`src/rtl/ps2_host_tx_if.sv`:
```
// Byte-transfer handshake between the port controller and the PS/2 host transmitter.
// master = port controller side, slave = transmitter side.
interface ps2_host_tx_if;
  logic [7:0] tx_data;
  logic       tx_start;
  logic       busy;
  logic       done;
  logic [1:0] err;

  modport master (
    output tx_data,
    output tx_start,
    input  busy,
    input  done,
    input  err
  );

  modport slave (
    input  tx_data,
    input  tx_start,
    output busy,
    output done,
    output err
  );
endinterface

```
`src/rtl/ps2_host_tx.sv`:
```
// Host-to-device PS/2 transmitter: request-to-send, 11-bit framing, ACK check, open-drain output enables.
// Optional frame watchdog is compiled in when PS2_TX_TIMEOUT_EN is defined.
module ps2_host_tx #(
  parameter int INHIBIT_CYCLES = 5000,
  parameter int TIMEOUT_CYCLES = 750000,
  parameter int FILTER_LEN     = 8
) (
  input  logic clock,
  input  logic resetn,
  input  logic ps2_clk_i,
  input  logic ps2_dat_i,
  output logic ps2_clk_oe,
  output logic ps2_dat_oe,
  ps2_host_tx_if.slave tx
);

  localparam int CNT_W = $clog2(INHIBIT_CYCLES + 1);

  typedef enum logic [2:0] {
    IDLE,
    INHIBIT,
    START,
    SEND,
    ACK,
    WAIT_IDLE
  } state_t;

  state_t state_q, state_d;

  logic [1:0]            clk_sync, dat_sync;
  logic [FILTER_LEN-1:0] clk_shift, dat_shift;
  logic                  clk_filt, dat_filt;
  logic                  clk_fall;

  logic [CNT_W-1:0] cnt_q, cnt_d;
  logic [3:0]       idx_q, idx_d;
  logic [7:0]       data_q, data_d;
  logic             par_q, par_d;
  logic             clk_oe_q, clk_oe_d;
  logic             dat_oe_q, dat_oe_d;
  logic             done_q, done_d;
  logic [1:0]       err_q, err_d;

`ifdef PS2_TX_TIMEOUT_EN
  localparam int WD_W = $clog2(TIMEOUT_CYCLES + 1);
  logic [WD_W-1:0] wdog_q, wdog_d;
`endif

  // Lines idle high, so the conditioning chain resets to 1 to avoid a phantom fall after reset.
  always_ff @(posedge clock or negedge resetn) begin
    if (!resetn) begin
      clk_sync  <= 2'b11;
      dat_sync  <= 2'b11;
      clk_shift <= '1;
      dat_shift <= '1;
      clk_filt  <= 1'b1;
      dat_filt  <= 1'b1;
    end else begin
      clk_sync  <= {clk_sync[0], ps2_clk_i};
      dat_sync  <= {dat_sync[0], ps2_dat_i};
      clk_shift <= {clk_shift[FILTER_LEN-2:0], clk_sync[1]};
      dat_shift <= {dat_shift[FILTER_LEN-2:0], dat_sync[1]};
      if (&clk_shift)
        clk_filt <= 1'b1;
      else if (~|clk_shift)
        clk_filt <= 1'b0;
      if (&dat_shift)
        dat_filt <= 1'b1;
      else if (~|dat_shift)
        dat_filt <= 1'b0;
    end
  end

  // Combinational fall lets the FSM react on the same edge the filtered level drops.
  assign clk_fall = clk_filt & ~|clk_shift;

  always_comb begin
    state_d  = state_q;
    cnt_d    = cnt_q;
    idx_d    = idx_q;
    data_d   = data_q;
    par_d    = par_q;
    clk_oe_d = clk_oe_q;
    dat_oe_d = dat_oe_q;
    done_d   = 1'b0;
    err_d    = err_q;
`ifdef PS2_TX_TIMEOUT_EN
    wdog_d   = wdog_q;
`endif

    case (state_q)
      IDLE: begin
        clk_oe_d = 1'b0;
        dat_oe_d = 1'b0;
        if (tx.tx_start) begin
          data_d   = tx.tx_data;
          par_d    = ~^tx.tx_data;
          cnt_d    = '0;
          err_d    = 2'b00;
          clk_oe_d = 1'b1;
          state_d  = INHIBIT;
        end
      end
      INHIBIT: begin
        if (cnt_q == CNT_W'(INHIBIT_CYCLES - 1)) begin
          dat_oe_d = 1'b1;
          state_d  = START;
        end else begin
          cnt_d = cnt_q + CNT_W'(1);
        end
      end
      START: begin
        clk_oe_d = 1'b0;
        idx_d    = 4'd0;
`ifdef PS2_TX_TIMEOUT_EN
        wdog_d   = '0;
`endif
        state_d  = SEND;
      end
      SEND: begin
        if (clk_fall) begin
          if (idx_q < 4'd8) begin
            dat_oe_d = ~data_q[idx_q[2:0]];
          end else if (idx_q == 4'd8) begin
            dat_oe_d = ~par_q;
          end else begin
            dat_oe_d = 1'b0;
            state_d  = ACK;
          end
          idx_d = idx_q + 4'd1;
        end
      end
      ACK: begin
        if (clk_fall) begin
          err_d   = dat_filt ? 2'b01 : 2'b00;
          state_d = WAIT_IDLE;
        end
      end
      WAIT_IDLE: begin
        if (clk_filt && dat_filt) begin
          done_d  = 1'b1;
          state_d = IDLE;
        end
      end
      default: state_d = IDLE;
    endcase

`ifdef PS2_TX_TIMEOUT_EN
    // Placed after the case so expiry overrides a coincident fall.
    if (state_q == SEND || state_q == ACK || state_q == WAIT_IDLE) begin
      if (wdog_q == WD_W'(TIMEOUT_CYCLES - 1)) begin
        clk_oe_d = 1'b0;
        dat_oe_d = 1'b0;
        err_d    = 2'b10;
        done_d   = 1'b1;
        state_d  = IDLE;
      end else begin
        wdog_d = wdog_q + WD_W'(1);
      end
    end
`endif
  end

  always_ff @(posedge clock or negedge resetn) begin
    if (!resetn) begin
      state_q  <= IDLE;
      cnt_q    <= '0;
      idx_q    <= 4'd0;
      data_q   <= 8'd0;
      par_q    <= 1'b0;
      clk_oe_q <= 1'b0;
      dat_oe_q <= 1'b0;
      done_q   <= 1'b0;
      err_q    <= 2'b00;
    end else begin
      state_q  <= state_d;
      cnt_q    <= cnt_d;
      idx_q    <= idx_d;
      data_q   <= data_d;
      par_q    <= par_d;
      clk_oe_q <= clk_oe_d;
      dat_oe_q <= dat_oe_d;
      done_q   <= done_d;
      err_q    <= err_d;
    end
  end

`ifdef PS2_TX_TIMEOUT_EN
  always_ff @(posedge clock or negedge resetn) begin
    if (!resetn)
      wdog_q <= '0;
    else
      wdog_q <= wdog_d;
  end
`endif

  assign ps2_clk_oe = clk_oe_q;
  assign ps2_dat_oe = dat_oe_q;
  assign tx.busy    = (state_q != IDLE);
  assign tx.done    = done_q;
  assign tx.err     = err_q;

endmodule
```
`src/flat_wrapper.sv`:
```
// flat-port wrapper written by rule: the top's interface ports become plain ports
module ps2_host_tx_flat 
#(
  parameter int INHIBIT_CYCLES = 5000,
  parameter int TIMEOUT_CYCLES = 750000,
  parameter int FILTER_LEN     = 8
)
  (clock, resetn, ps2_clk_i, ps2_dat_i, ps2_clk_oe, ps2_dat_oe, tx_tx_data, tx_tx_start, tx_busy, tx_done, tx_err);
  ps2_host_tx_if tx_i ();
  input  logic clock;
  input  logic resetn;
  input  logic ps2_clk_i;
  input  logic ps2_dat_i;
  output logic ps2_clk_oe;
  output logic ps2_dat_oe;
  input wire logic [$bits(tx_i.tx_data)-1:0] tx_tx_data;
  input wire logic [$bits(tx_i.tx_start)-1:0] tx_tx_start;
  output wire logic [$bits(tx_i.busy)-1:0] tx_busy;
  output wire logic [$bits(tx_i.done)-1:0] tx_done;
  output wire logic [$bits(tx_i.err)-1:0] tx_err;
  assign tx_i.tx_data = tx_tx_data;
  assign tx_i.tx_start = tx_tx_start;
  assign tx_busy = tx_i.busy;
  assign tx_done = tx_i.done;
  assign tx_err = tx_i.err;
  ps2_host_tx #(.INHIBIT_CYCLES(INHIBIT_CYCLES), .TIMEOUT_CYCLES(TIMEOUT_CYCLES), .FILTER_LEN(FILTER_LEN)) u_core (.clock(clock), .resetn(resetn), .ps2_clk_i(ps2_clk_i), .ps2_dat_i(ps2_dat_i), .ps2_clk_oe(ps2_clk_oe), .ps2_dat_oe(ps2_dat_oe), .tx(tx_i));
endmodule
```
`config.mk`:
```
export PLATFORM = sky130hd
export DESIGN_NAME = ps2_host_tx_flat
export DESIGN_NICKNAME = d
export VERILOG_FILES = /design/src/rtl/ps2_host_tx_if.sv /design/src/rtl/ps2_host_tx.sv /design/src/flat_wrapper.sv
export SDC_FILE = /design/constraint.sdc
export NUM_CORES = 1
export LEC_CHECK = 0
export ABC_AREA = 1
export BUFFER_PORTS_ARGS = -buffer_cell sky130_fd_sc_hd__clkbuf_2
export CORE_UTILIZATION = 50
export DETAILED_ROUTE_END_ITERATION = 6
export GPL_TIMING_DRIVEN = 0
export PLACE_DENSITY = 0.76
export SETUP_SLACK_MARGIN = 0.05
export SYNTH_ARGS = -nofsm -noshare
export SYNTH_HDL_FRONTEND = slang
export SYNTH_SLANG_ARGS = --single-unit
```
`constraint.sdc`:
```
create_clock -name clock -period 1.8 [get_ports clock]
set_clock_uncertainty 0.05 [all_clocks]
set_input_delay 0.09 -clock clock [delete_from_list [all_inputs] [get_ports clock]]
set_output_delay 0.09 -clock clock [all_outputs]
set_load 0.02 [all_outputs]
```
Yosys cells after proc, flatten, opt, wreduce, memory -nomap -nowiden:

Cells that the tools add are included.

* add/subtract/negate cells: 2
* magnitude comparators: 2
* eq/ne operators: 17
* muxes and demuxes: 32
* bitwise logic cells: 3
* reductions and logical operators: 20

Operator list (number)
* 13-bit two-way mux: 2
* 13-bit case mux with 2 select lines: 1
* 3-bit two-way mux: 7
* 3-bit case mux with 6 select lines: 1
* 8-bit AND reduction: 2
* 8-bit OR reduction: 2
* 13-bit by 1-bit adder with 13-bit output (second input constant): 1
* 13-bit equality test (second input constant): 1
* 1-bit two-way mux: 13
* 2-bit by 1-bit inequality test with 1-bit output (second input constant): 6
* 3-bit AND reduction: 3
* 2-bit inequality test (second input constant): 4
* 4-bit case mux with 2 select lines: 1
* 2-bit nonzero test: 4
* 8-bit XNOR reduction: 1
* 7-bit AND reduction: 1
* 3-bit by 2-bit equality test with 1-bit output (second input constant): 2
* 3-bit equality test (second input constant): 2
* 3-bit nonzero test: 2
* 4-bit by 1-bit adder with 4-bit output (second input constant): 1
* 4-bit equality test (second input constant): 1
* 3-bit by 4-bit less-than comparator with 1-bit output (second input constant): 1
* 4-bit less-than comparator (second input constant): 1
* 2-bit two-way mux: 2
* other kinds (12): 14

* register bits: 56
* bits of input ports: 13
* word-level logic and storage cells: 91

Depth between registers and ports, before layout:

* depth after elaboration: 6
* depth in mapped cells: 10
* mapped depth without buffers: 9

Worst setup path after synthesis:

No wires, ideal clock.

* kind: reg-to-reg
* from: register u_core.cnt_q[0]
* to: register u_core.cnt_q[6]
* arrival time: 1.351 ns
* path slack: 0.274 ns
* cell stages (with the launch flop): 9
* path through: dfrtp_1 -> ha_1 -> nand2_1 -> nor2_1 -> inv_1 -> nor2_1 -> nand2_1 -> o21ai_0 -> a21oi_2

* longest elaborated chain between the ends: 3

RTL lines
* start, declared: line ps2_host_tx.sv:35 `logic [CNT_W-1:0] cnt_q, cnt_d;`
* start signal, assigned: line ps2_host_tx.sv:177 `cnt_q <= cnt_d;`
* 13-bit by 1-bit adder with 13-bit output / 13-bit equality test (equally long branches): line ps2_host_tx.sv:109, ps2_host_tx.sv:105
* 13-bit two-way mux / 2-bit inequality test (equally long branches)
* 13-bit case mux with 2 select lines / 3-bit AND reduction (equally long branches)

Several ways; a longest one is shown, not always the timed one. The select of a mux whose other input is x is not followed.
A chain may end at the register's enable or synchronous reset.

Worst setup path after layout:

* from: register u_core.cnt_q[0]
* to: register u_core.cnt_q[0]

The elaborated chain is that of the path after synthesis.

==> results.json <==
{
  "regToRegStartpoint": "u_core.cnt_q[0]$_DFFE_PN0P_",
  "report.final.setup_viol": 0,
  "antenna-diode-count": 0,
  "seq_power_share": 0.417,
  "num_vias": 2137,
  "p_comb_frac": 0.361,
  "yosysTopAreaCell": "dfrtp_1",
  "synth.top_cells.by_area": "dfrtp_1 (31%), dfstp_2 (22%), nand2_1 (12%)",
  "grt.overflow.total": 0,
  "final_net_count": 368,
  "route.detailed.drc": 0,
  "dpl.cell_count": 402,
  "syn_area_sq_um": 2680,
  "finish.utilization": 0.611,
  "reg2reg_depth": 9,
  "setup.reg_to_reg.worst_slack_ns": 0.22,
  "min-delay-start": "tx_tx_start",
  "path_clk_slew_ns": 0.10,
  "grt_setup_unrepaired": "false",
  "maximum_number_of_pins_on_one_net_before_global_route_repair": 56,
  "power.switching_mw": 1.58,
  "worst_hold_path_type": "in2reg",
  "horizontal_die_dimension_um": 75.2,
  "floorplan.die.height_um": 75.2,
  "grt_usage": 0.207,
  "fmaxAchievable_ghz": 0.632,
  "worstMarginPinSlew_ns": 0.519,
  "postSynthCellCount": 315,
  "hold_path_depth": 3,
  "worst_setup_path_end_kind": "flop",
  "synth_sequential_area_ratio": 0.524,
  "cts.sinks": 55,
  "critical_path_arrival_ns": 1.74,
  "power.switching_fraction": 0.382,
  "wl_per_cell_um": 12.2,
  "p_clk_frac": 0.222,
  "detailedRoute.firstPassIterationCount": 4,
  "post-layout-total-power_mw": 4.13,
  "final_min_period_over_clock_period": 0.879,
  "clk_root_buffer_cell": "clkbuf_8",
  "i_o_pin_count": 19,
  "dieArea_sq_um": 5650,
  "peakVddDrop_mv": 0.641,
  "numCtsBuffers": 5,
  "routed_via_density": 5.04,
  "cellLeakagePower_nw": 1.45,
  "drt_wl_total_um": 5160,
  "tns_ns": 0,
  "design.core.area_sq_um": 5140,
  "synth_top_area_share": 0.308,
  "timing_worst_setup_path_type": "reg2reg",
  "number_of_max_capacitance_violations_reported": 0,
  "timing.hold.ws_ns": 0.0832,
  "synth-edff-count": 0,
  "initial_core_utilization": 0.521,
  "worstSetupStartpointType": "flop",
  "cell_internal_pwr_mw": 2.55,
  "row_count": 26,
  "place_area_sq_um": 2850,
  "final_design_area_excluding_fillers_sq_um": 3140,
  "r2r_end": "u_core.cnt_q[0]$_DFFE_PN0P_",
  "syn_nets": 330,
  "synthMostInstantiatedCell": "nand2_1",
  "synth_commonest_cells": "nand2_1 (85), inv_1 (39), dfrtp_1 (33), nand3_1 (24), nor2_1 (24)",
  "post_synth_num_cell_types": 33,
  "initialDrtViolationCount": 150,
  "worst_setup_slack_post_dpl_ns": 0.0868,
  "routability_driven_placement_congestion_ratio": 0.876,
  "grt_pass1_wl_um": 8780,
  "synthesis.yosys.warnings": 0,
  "power-per-cell-area_nw_per_um2": 1310,
  "clkLatencyLatePin_ns": 0.31,
  "critPathMaxFanout": 10,
  "synth-compound-area-share": 0.0747,
  "synth_simple_gate_area_frac": 0.270,
  "initial_antenna_violation_count": 0,
  "min_to": "u_core.ps2_clk_oe$_DFFE_PN0P_",
  "postLayoutSetupSlackWorst_ns": 0.217,
  "period_minus_slack_ns": 1.58,
  "postSynthAreaPerCell_sq_um": 8.50,
  "fin_cells": 424,
  "ys.flop_type": "dfrtp_1",
  "ctsLongestPathBuffers": 2,
  "synth_seq_cells": 55,
  "asyncSetResetFlopFracSynth": 1.00,
  "cts_tree": "yes",
  "first_global_vias": 1966,
  "synthXorXnorAreaFrac": 0.0392,
  "synth_adder_area_share": 0.00934,
  "route.antenna.remaining_nets": 0,
  "hold_vio_cnt_final": 0,
  "muxShareOfSynthArea": 0,
  "timing.max_slew.rel_slack": 0.654,
  "place.port_buffers": 17,
  "htree_num_levels": 2,
  "cp_data_required_time_ns": 1.96,
  "post_route_cells_drive_above_1_share": 0.209,
  "synthToLayoutAreaGrowth_pct": 17.3,
  "slew_viols_final": 0,
  "dp_hpwl_um": 3440,
  "run_status": "complete, no violations",
  "main_combinational_cell_family_by_area_after_synthesis": "simple AND/OR/NAND/NOR gates"
}
[timing repair]
item,4_1_cts,5_1_grt
endpoints found under the setup margin,0,13
resized for setup,0,3
hold buffers,10,1
hold endpoints to repair,10,17
buffers inserted,0,2
[how the worst max path moves through the flow]
| stage | startpoint | endpoint | slack, ns | depth (start not counted) |
|---|---|---|---|---|
| CTS | u_core.cnt_q[0]$_DFFE_PN0P_ | u_core.cnt_q[6]$_DFFE_PN0P_ | 0.07 | 8 |
| global placement | u_core.cnt_q[0]$_DFFE_PN0P_ | u_core.cnt_q[6]$_DFFE_PN0P_ | 0.09 | 8 |
| global route | u_core.cnt_q[0]$_DFFE_PN0P_ | u_core.cnt_q[0]$_DFFE_PN0P_ | 0.07 | 9 |
| detailed placement | u_core.cnt_q[0]$_DFFE_PN0P_ | u_core.cnt_q[6]$_DFFE_PN0P_ | 0.09 | 8 |
| floorplan | u_core.cnt_q[0]$_DFFE_PN0P_ | u_core.cnt_q[6]$_DFFE_PN0P_ | 0.27 | 8 |
| finish | u_core.cnt_q[0]$_DFFE_PN0P_ | u_core.cnt_q[0]$_DFFE_PN0P_ | 0.22 | 9 |
[area by class of cell]
cell class                 instances  area [sq um]
inverter                          44           170
multi-input combinational        211          1070
timing repair buffer              31           230
clock inverter                     2          37.5
sequential                        55          1400
fill                             470          2000
clock buffer                       6          93.8
tap                               70          87.6
buffer                             5          48.8
[state kept, by name, summed over array words and instances (netlist names), 2 cells and up]
signal / count
u_core.data_q: 8
u_core.idx_q: 4
u_core.dat_shift: 8
u_core.clk_sync: 2
u_core.dat_sync: 2
u_core.clk_shift: 8
u_core.state_q: 3
u_core.cnt_q: 13
[per-layer routing]
metal / vias to the layer above / share of wire / global-route usage / routed length (um)
li1: 1075 / - / - / -
met1: 1020 / 0.47 / 0.266 / 2440
met2: 37 / 0.49 / 0.344 / 2500
met3: 5 / 0.029 / 0.0428 / 149
met4: 0 / 0.013 / 0.0802 / 68
met5: - / 0 / 0 / 0
[cells by family after synthesis]
kind of cell | after synthesis
compound gates | 35
xor+xnor | 12
fa+ha+maj | 2
buf+inv | 49
flops | 55
other cells | 1
simple gates | 161
[worst max-delay path, cell delays in order (launching register included)]
cell and delay, ns:
dfrtp_1 0.44, ha_4 0.19, nand2_1 0.05, nor3_1 0.13
nand3_1 0.14, nand2_4 0.14, nand2_4 0.07, buf_8 0.15
nand3_1 0.06, o21ai_1 0.06
[power groups by stage]
stage	registers [mW]	logic [mW]	clock network [mW]
after floorplan	1.72	1.06	0
after global placement	1.73	1.37	0
final	1.72	1.49	0.914
after global routing	1.76	1.70	0.976
after CTS	1.72	1.44	0.932
after detailed placement	1.74	1.42	0
[cell usage in the layout (no fill, tap or decap), drive strengths merged]
master       netlist  final
o21bai             1      1
dlygate4sd3        0     11
clkbuf             0     22
o22ai              1      1
xnor2              6      6
o21ai             26     26
dfrtp             33     33
a21oi              5      5
inv               43     43
nor3               6      6
nand3b             1      1
bufinv             0      1
nor4               1      1
clkinv             1      1
o211ai             1      1
buf                5      9
nor2              26     26
clkinvlp           0      1
nand2             90     90
dfstp             22     22
nand3             25     25
o2bb2ai            1      1
conb               1      1
xor2               6      6
nand4             12     12
ha                 2      2
Note: power is estimated with default switching activity, not from simulation.
